## src/rtl/mips_ctrl_pkg.sv

```systemverilog
`default_nettype none
// ============================================================================
// Module      : mips_ctrl_pkg
// Description : Shared opcodes, FSM state encodings and datapath select codes
//               for the multi-cycle MIPS controller.
// Revision    : 1.0 - initial release
// ============================================================================
package mips_ctrl_pkg;

    // Primary opcodes (IR[31:26])
    localparam logic [5:0] c_OP_RTYPE = 6'b000000;
    localparam logic [5:0] c_OP_LW    = 6'b100011;
    localparam logic [5:0] c_OP_SW    = 6'b101011;
    localparam logic [5:0] c_OP_BEQ   = 6'b000100;
    localparam logic [5:0] c_OP_BNE   = 6'b000101;
    localparam logic [5:0] c_OP_J     = 6'b000010;
    localparam logic [5:0] c_OP_ADDI  = 6'b001000;
    localparam logic [5:0] c_OP_ANDI  = 6'b001100;
    localparam logic [5:0] c_OP_ORI   = 6'b001101;
    localparam logic [5:0] c_OP_SLTI  = 6'b001010;
    localparam logic [5:0] c_OP_LUI   = 6'b001111;

    // Controller states, exported on state_dbg
    typedef enum logic [3:0] {
        S_RST    = 4'd0,
        S_FETCH  = 4'd1,
        S_DECODE = 4'd2,
        S_MEMADR = 4'd3,
        S_MEMRD  = 4'd4,
        S_MEMWB  = 4'd5,
        S_MEMWR  = 4'd6,
        S_EXEC   = 4'd7,
        S_ALUWB  = 4'd8,
        S_IMMEX  = 4'd9,
        S_IMMWB  = 4'd10,
        S_BRANCH = 4'd11,
        S_JUMP   = 4'd12,
        S_TRAP   = 4'd13
    } state_t;

    // ALU operation select
    localparam logic [1:0] c_ALU_OP_ADD   = 2'b00;
    localparam logic [1:0] c_ALU_OP_SUB   = 2'b01;
    localparam logic [1:0] c_ALU_OP_FUNCT = 2'b10;
    localparam logic [1:0] c_ALU_OP_IMM   = 2'b11;

    // ALU B-operand select
    localparam logic [1:0] c_ALUSRCB_REG   = 2'b00;
    localparam logic [1:0] c_ALUSRCB_FOUR  = 2'b01;
    localparam logic [1:0] c_ALUSRCB_IMM   = 2'b10;
    localparam logic [1:0] c_ALUSRCB_IMMSH = 2'b11;

    // Next-PC source select
    localparam logic [1:0] c_PCSRC_ALU    = 2'b00;
    localparam logic [1:0] c_PCSRC_ALUOUT = 2'b01;
    localparam logic [1:0] c_PCSRC_JUMP   = 2'b10;

    // Instruction classes used by DECODE to pick the execute path
    typedef enum logic [2:0] {
        CLS_RTYPE   = 3'd0,
        CLS_MEM     = 3'd1,
        CLS_BRANCH  = 3'd2,
        CLS_JUMP    = 3'd3,
        CLS_IMM     = 3'd4,
        CLS_ILLEGAL = 3'd5
    } op_class_t;

    function automatic op_class_t classify(input logic [5:0] op);
        classify = CLS_ILLEGAL;
        case (op)
            c_OP_RTYPE:                    classify = CLS_RTYPE;
            c_OP_LW, c_OP_SW:              classify = CLS_MEM;
            c_OP_BEQ, c_OP_BNE:            classify = CLS_BRANCH;
            c_OP_J:                        classify = CLS_JUMP;
            c_OP_ADDI, c_OP_ANDI, c_OP_ORI,
            c_OP_SLTI, c_OP_LUI:           classify = CLS_IMM;
            default:                       classify = CLS_ILLEGAL;
        endcase
    endfunction

endpackage
`default_nettype wire

```

## src/rtl/mem_wait_counter.sv

```systemverilog
`default_nettype none
// ============================================================================
// Module      : mem_wait_counter
// Description : Dwell counter for memory-access states. Counts cycles since
//               entry, saturates at MEM_LAT-1, and flags completion when the
//               minimum dwell is met and memory is ready.
// Revision    : 1.0 - initial release
// ============================================================================
module mem_wait_counter #(
    parameter int MEM_LAT = 1
) (
    input  logic clk,
    input  logic rst_n,
    input  logic clear_i,
    input  logic enable_i,
    input  logic ready_i,
    output logic done_o
);

    localparam int             CNT_W  = (MEM_LAT > 1) ? $clog2(MEM_LAT) : 1;
    localparam logic [CNT_W-1:0] c_LAST = CNT_W'(MEM_LAT - 1);

    logic [CNT_W-1:0] cnt_q;
    logic [CNT_W-1:0] cnt_d;

    // Clear has priority so the first cycle of every memory state sees zero
    always_comb begin
        cnt_d = cnt_q;
        if (clear_i) begin
            cnt_d = '0;
        end else if (enable_i && (cnt_q != c_LAST)) begin
            cnt_d = cnt_q + CNT_W'(1);
        end
    end

    // Counter register
    always_ff @(posedge clk) begin
        if (!rst_n) begin
            cnt_q <= '0;
        end else begin
            cnt_q <= cnt_d;
        end
    end

    assign done_o = ready_i && (cnt_q == c_LAST);

endmodule
`default_nettype wire

```

## src/rtl/multicycle_control_unit.sv

```systemverilog
`default_nettype none
// ============================================================================
// Module      : multicycle_control_unit
// Description : Moore-style main controller for the multi-cycle MIPS
//               datapath. Sequences FETCH/DECODE/EXECUTE/MEM/WB per opcode,
//               waits on shared memory, traps undefined opcodes and pulses
//               instr_retire in the last cycle of each instruction.
// Revision    : 1.0 - initial release
// ============================================================================
module multicycle_control_unit
    import mips_ctrl_pkg::*;
#(
    parameter int OPCODE_W = 6,   // only the low six bits carry the MIPS opcode
    parameter int MEM_LAT  = 1,
    parameter bit TRAP_EN  = 1'b1
) (
    input  logic                clk,
    input  logic                rst_n,
    input  logic [OPCODE_W-1:0] opcode,
    input  logic                mem_ready,
    output logic                pc_write,
    output logic                pc_write_cond,
    output logic                branch_ne,
    output logic [1:0]          pc_source,
    output logic                i_or_d,
    output logic                mem_read,
    output logic                mem_write,
    output logic                ir_write,
    output logic                reg_dst,
    output logic                mem_to_reg,
    output logic                reg_write,
    output logic                alu_src_a,
    output logic [1:0]          alu_src_b,
    output logic [1:0]          alu_op,
    output logic                illegal_op,
    output logic                instr_retire,
    output logic [3:0]          state_dbg
);

    state_t    state_q;
    state_t    state_d;
    op_class_t w_cls;
    logic [5:0] w_op;
    logic      w_mem_state;
    logic      w_clear;
    logic      w_done;

    assign w_op        = opcode[5:0];
    assign w_cls       = classify(w_op);
    assign w_mem_state = (state_q == S_FETCH) || (state_q == S_MEMRD) || (state_q == S_MEMWR);
    // Restart the dwell count on any state change so each memory state
    // starts from zero, including back-to-back memory states.
    assign w_clear     = !w_mem_state || (state_d != state_q);

    mem_wait_counter #(
        .MEM_LAT (MEM_LAT)
    ) u_wait (
        .clk      (clk),
        .rst_n    (rst_n),
        .clear_i  (w_clear),
        .enable_i (w_mem_state),
        .ready_i  (mem_ready),
        .done_o   (w_done)
    );

    // State register; reset aborts any instruction in flight
    always_ff @(posedge clk) begin
        if (!rst_n) begin
            state_q <= S_RST;
        end else begin
            state_q <= state_d;
        end
    end

    // Next-state and per-state control decode
    always_comb begin
        state_d       = state_q;
        pc_write      = 1'b0;
        pc_write_cond = 1'b0;
        branch_ne     = 1'b0;
        pc_source     = c_PCSRC_ALU;
        i_or_d        = 1'b0;
        mem_read      = 1'b0;
        mem_write     = 1'b0;
        ir_write      = 1'b0;
        reg_dst       = 1'b0;
        mem_to_reg    = 1'b0;
        reg_write     = 1'b0;
        alu_src_a     = 1'b0;
        alu_src_b     = c_ALUSRCB_REG;
        alu_op        = c_ALU_OP_ADD;
        illegal_op    = 1'b0;
        instr_retire  = 1'b0;

        case (state_q)
            S_RST: begin
                state_d = S_FETCH;
            end
            S_FETCH: begin
                // PC+4 computed every cycle; only committed with the fetch
                mem_read  = 1'b1;
                alu_src_b = c_ALUSRCB_FOUR;
                alu_op    = c_ALU_OP_ADD;
                pc_source = c_PCSRC_ALU;
                if (w_done) begin
                    ir_write = 1'b1;
                    pc_write = 1'b1;
                    state_d  = S_DECODE;
                end
            end
            S_DECODE: begin
                // Branch target precomputed into ALUOut
                alu_src_b = c_ALUSRCB_IMMSH;
                alu_op    = c_ALU_OP_ADD;
                case (w_cls)
                    CLS_RTYPE:  state_d = S_EXEC;
                    CLS_MEM:    state_d = S_MEMADR;
                    CLS_BRANCH: state_d = S_BRANCH;
                    CLS_JUMP:   state_d = S_JUMP;
                    CLS_IMM:    state_d = S_IMMEX;
                    default: begin
                        if (TRAP_EN) begin
                            state_d = S_TRAP;
                        end else begin
                            state_d      = S_FETCH;
                            instr_retire = 1'b1;
                        end
                    end
                endcase
            end
            S_MEMADR: begin
                alu_src_a = 1'b1;
                alu_src_b = c_ALUSRCB_IMM;
                alu_op    = c_ALU_OP_ADD;
                state_d   = (w_op == c_OP_LW) ? S_MEMRD : S_MEMWR;
            end
            S_MEMRD: begin
                mem_read = 1'b1;
                i_or_d   = 1'b1;
                if (w_done) begin
                    state_d = S_MEMWB;
                end
            end
            S_MEMWB: begin
                mem_to_reg   = 1'b1;
                reg_write    = 1'b1;
                instr_retire = 1'b1;
                state_d      = S_FETCH;
            end
            S_MEMWR: begin
                mem_write = 1'b1;
                i_or_d    = 1'b1;
                if (w_done) begin
                    instr_retire = 1'b1;
                    state_d      = S_FETCH;
                end
            end
            S_EXEC: begin
                alu_src_a = 1'b1;
                alu_src_b = c_ALUSRCB_REG;
                alu_op    = c_ALU_OP_FUNCT;
                state_d   = S_ALUWB;
            end
            S_ALUWB: begin
                reg_dst      = 1'b1;
                reg_write    = 1'b1;
                instr_retire = 1'b1;
                state_d      = S_FETCH;
            end
            S_IMMEX: begin
                alu_src_a = 1'b1;
                alu_src_b = c_ALUSRCB_IMM;
                alu_op    = (w_op == c_OP_ADDI) ? c_ALU_OP_ADD : c_ALU_OP_IMM;
                state_d   = S_IMMWB;
            end
            S_IMMWB: begin
                reg_write    = 1'b1;
                instr_retire = 1'b1;
                state_d      = S_FETCH;
            end
            S_BRANCH: begin
                alu_src_a     = 1'b1;
                alu_op        = c_ALU_OP_SUB;
                pc_write_cond = 1'b1;
                pc_source     = c_PCSRC_ALUOUT;
                branch_ne     = (w_op == c_OP_BNE);
                instr_retire  = 1'b1;
                state_d       = S_FETCH;
            end
            S_JUMP: begin
                pc_write     = 1'b1;
                pc_source    = c_PCSRC_JUMP;
                instr_retire = 1'b1;
                state_d      = S_FETCH;
            end
            S_TRAP: begin
                // Sticky until reset
                illegal_op = 1'b1;
            end
            default: begin
                state_d = S_RST;
            end
        endcase
    end

    assign state_dbg = state_q;

endmodule
`default_nettype wire

```

## config.mk

```make
export PLATFORM = sky130hd
export DESIGN_NAME = multicycle_control_unit
export DESIGN_NICKNAME = d
export VERILOG_FILES = /design/src/rtl/mips_ctrl_pkg.sv /design/src/rtl/mem_wait_counter.sv /design/src/rtl/multicycle_control_unit.sv
export SDC_FILE = /design/constraint.sdc
export NUM_CORES = 1
export LEC_CHECK = 0
export ABC_AREA = 1
export BUFFER_PORTS_ARGS = -buffer_cell sky130_fd_sc_hd__buf_2
export CORE_MARGIN = 10
export CORE_UTILIZATION = 46
export CTS_CLUSTER_SIZE = 25
export DETAILED_ROUTE_END_ITERATION = 12
export MAX_ROUTING_LAYER = met4
export PLACE_DENSITY = 0.82
export SYNTH_ARGS = -nofsm -noshare
export SYNTH_HDL_FRONTEND = slang
export SYNTH_SLANG_ARGS = --single-unit
```

## constraint.sdc

```tcl
create_clock -name clk -period 3.84 [get_ports clk]
set_clock_uncertainty 0.1 [all_clocks]
set_input_delay 0.384 -clock clk [delete_from_list [all_inputs] [get_ports clk]]
set_output_delay 0.384 -clock clk [all_outputs]
set_load 0.03 [all_outputs]
```

# Word-level counts from Yosys, hierarchy flattened
# Index checks and enable logic that the tools add are counted.
[word_totals]
elab_cells = 78
out_inout_bits = 23
input_bits = 9
ff_bits = 5
[classes]
addsub = 1
muxes = 25
n_reduce_logical = 20
n_bitwise = 2
eq_ne = 28
[ops]
columns = ["operator", "count"]
rows = [
  ["$pmux W4 S9", 1],
  ["$eq A6 B4 Y1 const B", 5],
  ["$eq A4 B4 Y1 const B", 6],
  ["$pmux W4 S5", 1],
  ["$eq A4 B3 Y1 const B", 4],
  ["$pmux W3 S5", 1],
  ["$eq A6 B3 Y1 const B", 2],
  ["$eq A6 B6 Y1 const B", 2],
  ["$mux W1", 12],
  ["$mux W4", 3],
  ["$pmux W2 S3", 2],
  ["$reduce_or A2 Y1", 6],
  ["$reduce_or A5 Y1", 2],
  ["$eq A4 B2 Y1 const B", 2],
  ["$eq A3 B2 Y1 const B", 2],
  ["$eq A6 B2 Y1 const B", 1],
  ["$logic_not A6 Y1", 1],
  ["$reduce_or A6 Y1", 1],
  ["$eq A4 B1 Y1 const B", 1],
  ["$logic_not A4 Y1", 1],
  ["$mux W2", 2],
  ["$ne A4 B4 Y1", 1],
  ["$pmux W1 S2", 2],
  ["$pmux W2 S2", 1],
  ["other kinds (10)", 14],
]

# Longest topological paths before layout
[logic_depth]
depth_word = 9
depth_mapped = 10
depth_no_buf = 10

# Cells and area by module
# From an unflattened synthesis, not the netlist that was laid out.
[unflattened]
hier_cells = 121
hier_area_um2 = 631.9
[modules_own_cells]
columns = ["module", "seq_area_each_um2", "n_inst", "cells_per_inst", "area_per_inst_um2"]
rows = [
  ["multicycle_control_unit", 80.1, 1, 113, 585.6],
  ["mem_wait_counter", 20.0, 1, 8, 46.3],
]

# Least setup slack after synthesis
# OpenSTA, ideal clock, no wires.
[synth_timing]
kind = "reg-to-output"
startpoint = "register state_q[3], in the netlist state_dbg[3]"
endpoint = "output branch_ne"
setup_slack_ps = 1665
n_path_buf = 0
stages_incl_launch_ff = 5
arrival_ps = 1691
t_required_ps = 3356
path_cell_list = "dfxtp_1 nand2_2 inv_1 nand2_1 nor3_1"
[synth_between]
elab_chain_len = 2
[synth_rtl]
columns = ["item", "line", "source"]
rows = [
  ["start, declared", "multicycle_control_unit.sv:40", "state_t state_q;"],
  ["start signal, assigned", "multicycle_control_unit.sv:71", "state_q <= state_d;"],
  ["$eq A4 B4 Y1", "multicycle_control_unit.sv:95", "case (state_q)"],
  ["$mux W1", "multicycle_control_unit.sv:95", ""],
  ["end, declared", "multicycle_control_unit.sv:23", "output logic branch_ne,"],
]
# Every way passes these cells.

# Worst setup path in the final report
# Ends and elaborated chain as after synthesis.

==> flow_results.org <==
** CTS
- After clock tree synthesis, the clock-pin slew on the worst setup and hold paths is 40 ps.
- Post-CTS setup buffer count :: 0
- Total clock sinks :: 5
- After clock tree synthesis, the repair step resized 0 gates.
- In this run the number of H-tree levels came out at 1.
- The tree is rooted in a clkbuf_4.
- Clock tree from TritonCTS :: done
- TritonCTS Buffers :: 3
- Number of hold buffers added after cts :: 0
- Maximum root-to-sink buffer count :: 2
- Insertion delay to the later sink of the worst-skew pair :: 240 ps

** Place
- Final HPWL DP :: 1640 um
- The congestion estimate from routability-driven global placement came to 0.901.
- At the placement stage, the worst setup path has a slack of 2090 ps.
- # port buffers :: 31

** STA
- PnR worst setup slack :: 1850 ps
- Static timing analysis puts the maximum clock frequency at 0.502 GHz.
- Setup repair after global routing left no endpoint under its margin.
- After routing, the total negative slack on setup checks comes to 0 ps.
- Minimum clock period :: 1990 ps
- Dividing the final minimum period by the clock period gives 51.9%.
- Final hold viol count :: 0
- Worst hold slack :: 248 ps
- Final-report setup violation count :: 0
- Max-slew violation total from the final report :: 0

** Setup path
- Type of the setup path with the least slack :: reg -> out
- STA puts the critical path data arrival time at 1510 ps.
- Walking the worst path, the cells encountered are nand2_2, inv_1, nand2_1, nor3_1, buf_2.
- Max stage delay cell, worst path :: dfxtp_1
- Of all nets on the critical path, the largest fanout is 7.
- Data required time at the worst endpoint :: 3360 ps
- In this design, the stage delay of the slowest critical-path cell is 510 ps.
- Crit path capture type :: primary output
- Setup crit start kind :: register

** Synth
- Share of synthesized area occupied by flip-flops and latches :: 16.7%
- Synth Register Bits :: 5
- Avg Synthesized Cell Area :: 5.35 um^2
- Gate Count Post-Synth :: 112
- Cell area after technology mapping :: 599 um^2
- The number of nets in the synthesized netlist is 121.
- Number of warnings printed during yosys synthesis :: 0
- The synthesized netlist contains 19 unique library cells.

** Floorplanning
- Placeable core area :: 1170 um^2
- Die H :: 56.1 um
- Effective utilization at floorplan :: 51.2%
- Die span in x :: 56.1 um
- Row Count :: 12
- Die area :: 3150 um^2
- Pin placement for this block handled 32 I/O pins.

** Final layout
- Synthesis-to-layout area growth :: 33.2%
- Inserted Diodes :: 0
- Leading cell type in the layout, fill and taps excluded :: buf_2
- Fraction of final layout cells sized beyond drive strength 1 :: 34.7%
- In the final design database the tool counted 157 nets.
- Most frequent cells in the layout :: buf_2, nand2_1, inv_1, nor2_1, nand3_1
- The filler cells instantiated in the layout total 116.

** Global routing
- The number of antenna violations at the first check in global routing was 0.
- The first global-routing pass estimated 3240 um of wire.
- Entering global routing, the biggest net connects 8 pins.
- Via count of the first global-routing pass :: 761
- After global routing the overflow that remains totals 0.
- Global routing used 12.0% of the available tracks.

** Drt
- Once detail routing completed, the nets flagged for antenna violations numbered 0.
- The first routing iteration left 25 violations.
- In the routed design, unresolved DRC markers number 0.
- Via count :: 792
- The final layout contains routed wiring with a total length of 1870 um.
- After detailed routing, the number of vias per cell comes to 4.92.
- WL/cell :: 11.6 um
- First-pass DRT Iterations :: 4

** Flow run
- The tool flagged a number of max-cap violations equal to 0.

** Power and ir drop
- VDD IR max :: 0.204 mV
- Total power :: 0.231 mW
- Total leakage power :: 0.549 nW
- Power density relative to cell area :: 289 nW/um^2

** Status
- The flow ran to the end, and the final reports show no timing, DRC or antenna violations.

** Min path
- The min-delay analysis places its worst path in the category in -> reg.
synthesized netlist by cell type:
master | instances | share of area [%]
nand2_1 | 26 | 16
inv_1 | 22 | 14
nor2_1 | 16 | 10
nand3_1 | 10 | 8.4
nor2_2 | 6 | 6.3
dfxtp_1 | 5 | 17
nor2_4 | 4 | 7.5
o21ai_0 | 4 | 3.3
a21oi_1 | 3 | 2.5
inv_2 | 3 | 1.9
nor3_1 | 3 | 2.5
nand2_2 | 2 | 2.1
nand4_1 | 2 | 2.1
a22oi_1 | 1 | 1.3
clkinv_4 | 1 | 1.5
conb_1 | 1 | 0.63
o21ai_1 | 1 | 0.83
o21ai_2 | 1 | 1.5
o22ai_1 | 1 | 1.0
kinds of logic after synthesis:
group | after synthesis | synth area share, %
and+or+nand+nor | 69 | 55.1
buffers and inverters | 26 | 17.1
AOI/OAI and AO/OA | 11 | 10.4
DFF | 5 | 16.7
other | 1 | 0.626
worst paths after layout:
check / startpoint / to / slack (ps) / cells past startpoint
hold reg to reg: u_wait.cnt_q / state_dbg[0] / 590 / 6
setup / recovery: state_dbg[3] / branch_ne / 1850 / 5
hold / removal: rst_n / state_dbg[0] / 250 / 3
setup reg to reg: state_dbg[2] / state_dbg[0] / 2430 / 9
power breakdown:
part,switching (mW),internal [mW],total (mW)
clock network,0.0209,0.0392,0.0602
logic,0.0787,0.0301,0.109
registers,0.00545,0.0566,0.0620
total,0.105,0.126,0.231
sequential cells by signal, summed over array words and instances (netlist names):
signal and count:
state_dbg 4, u_wait.cnt_q 1
worst max-delay path: cells and delay by family (launching register included):
| family | cells | cell delay (ps) |
|---|---|---|
| buffers and inverters | 2 | 300 |
| DFF | 1 | 510 |
| and+or+nand+nor | 3 | 470 |
final cells by class:
| type | instances | area (um^2) | area share (%) |
|---|---|---|---|
| Tap cell | 14 | 17.5 | 2.19 |
| Sequential cell | 5 | 100 | 12.5 |
| Multi-Input combinational cell | 81 | 397 | 49.7 |
| Timing Repair Buffer | 31 | 155 | 19.4 |
| Clock buffer | 4 | 26.3 | 3.29 |
| Inverter | 26 | 103 | 12.9 |
through the flow:
step                util, %  cell area [um^2]  cells
global route           68.2               798    161
detailed placement     65.9               772    157
CTS                    68.2               798    161
floorplan                 -               599    112
global placement       65.9               772    157
finish                 68.2               798    161
routing by layer:
layer | vias to the layer above | routed length (um) | global-route usage [%]
met3 | 2 | 152 | 2.96
met4 | 0 | 7 | 2.05
met1 | 341 | 807 | 14.3
li1 | 413 | - | -
met2 | 36 | 899 | 20.0
met5 | - | 0 | -
Note: power is estimated with default switching activity, not from simulation.
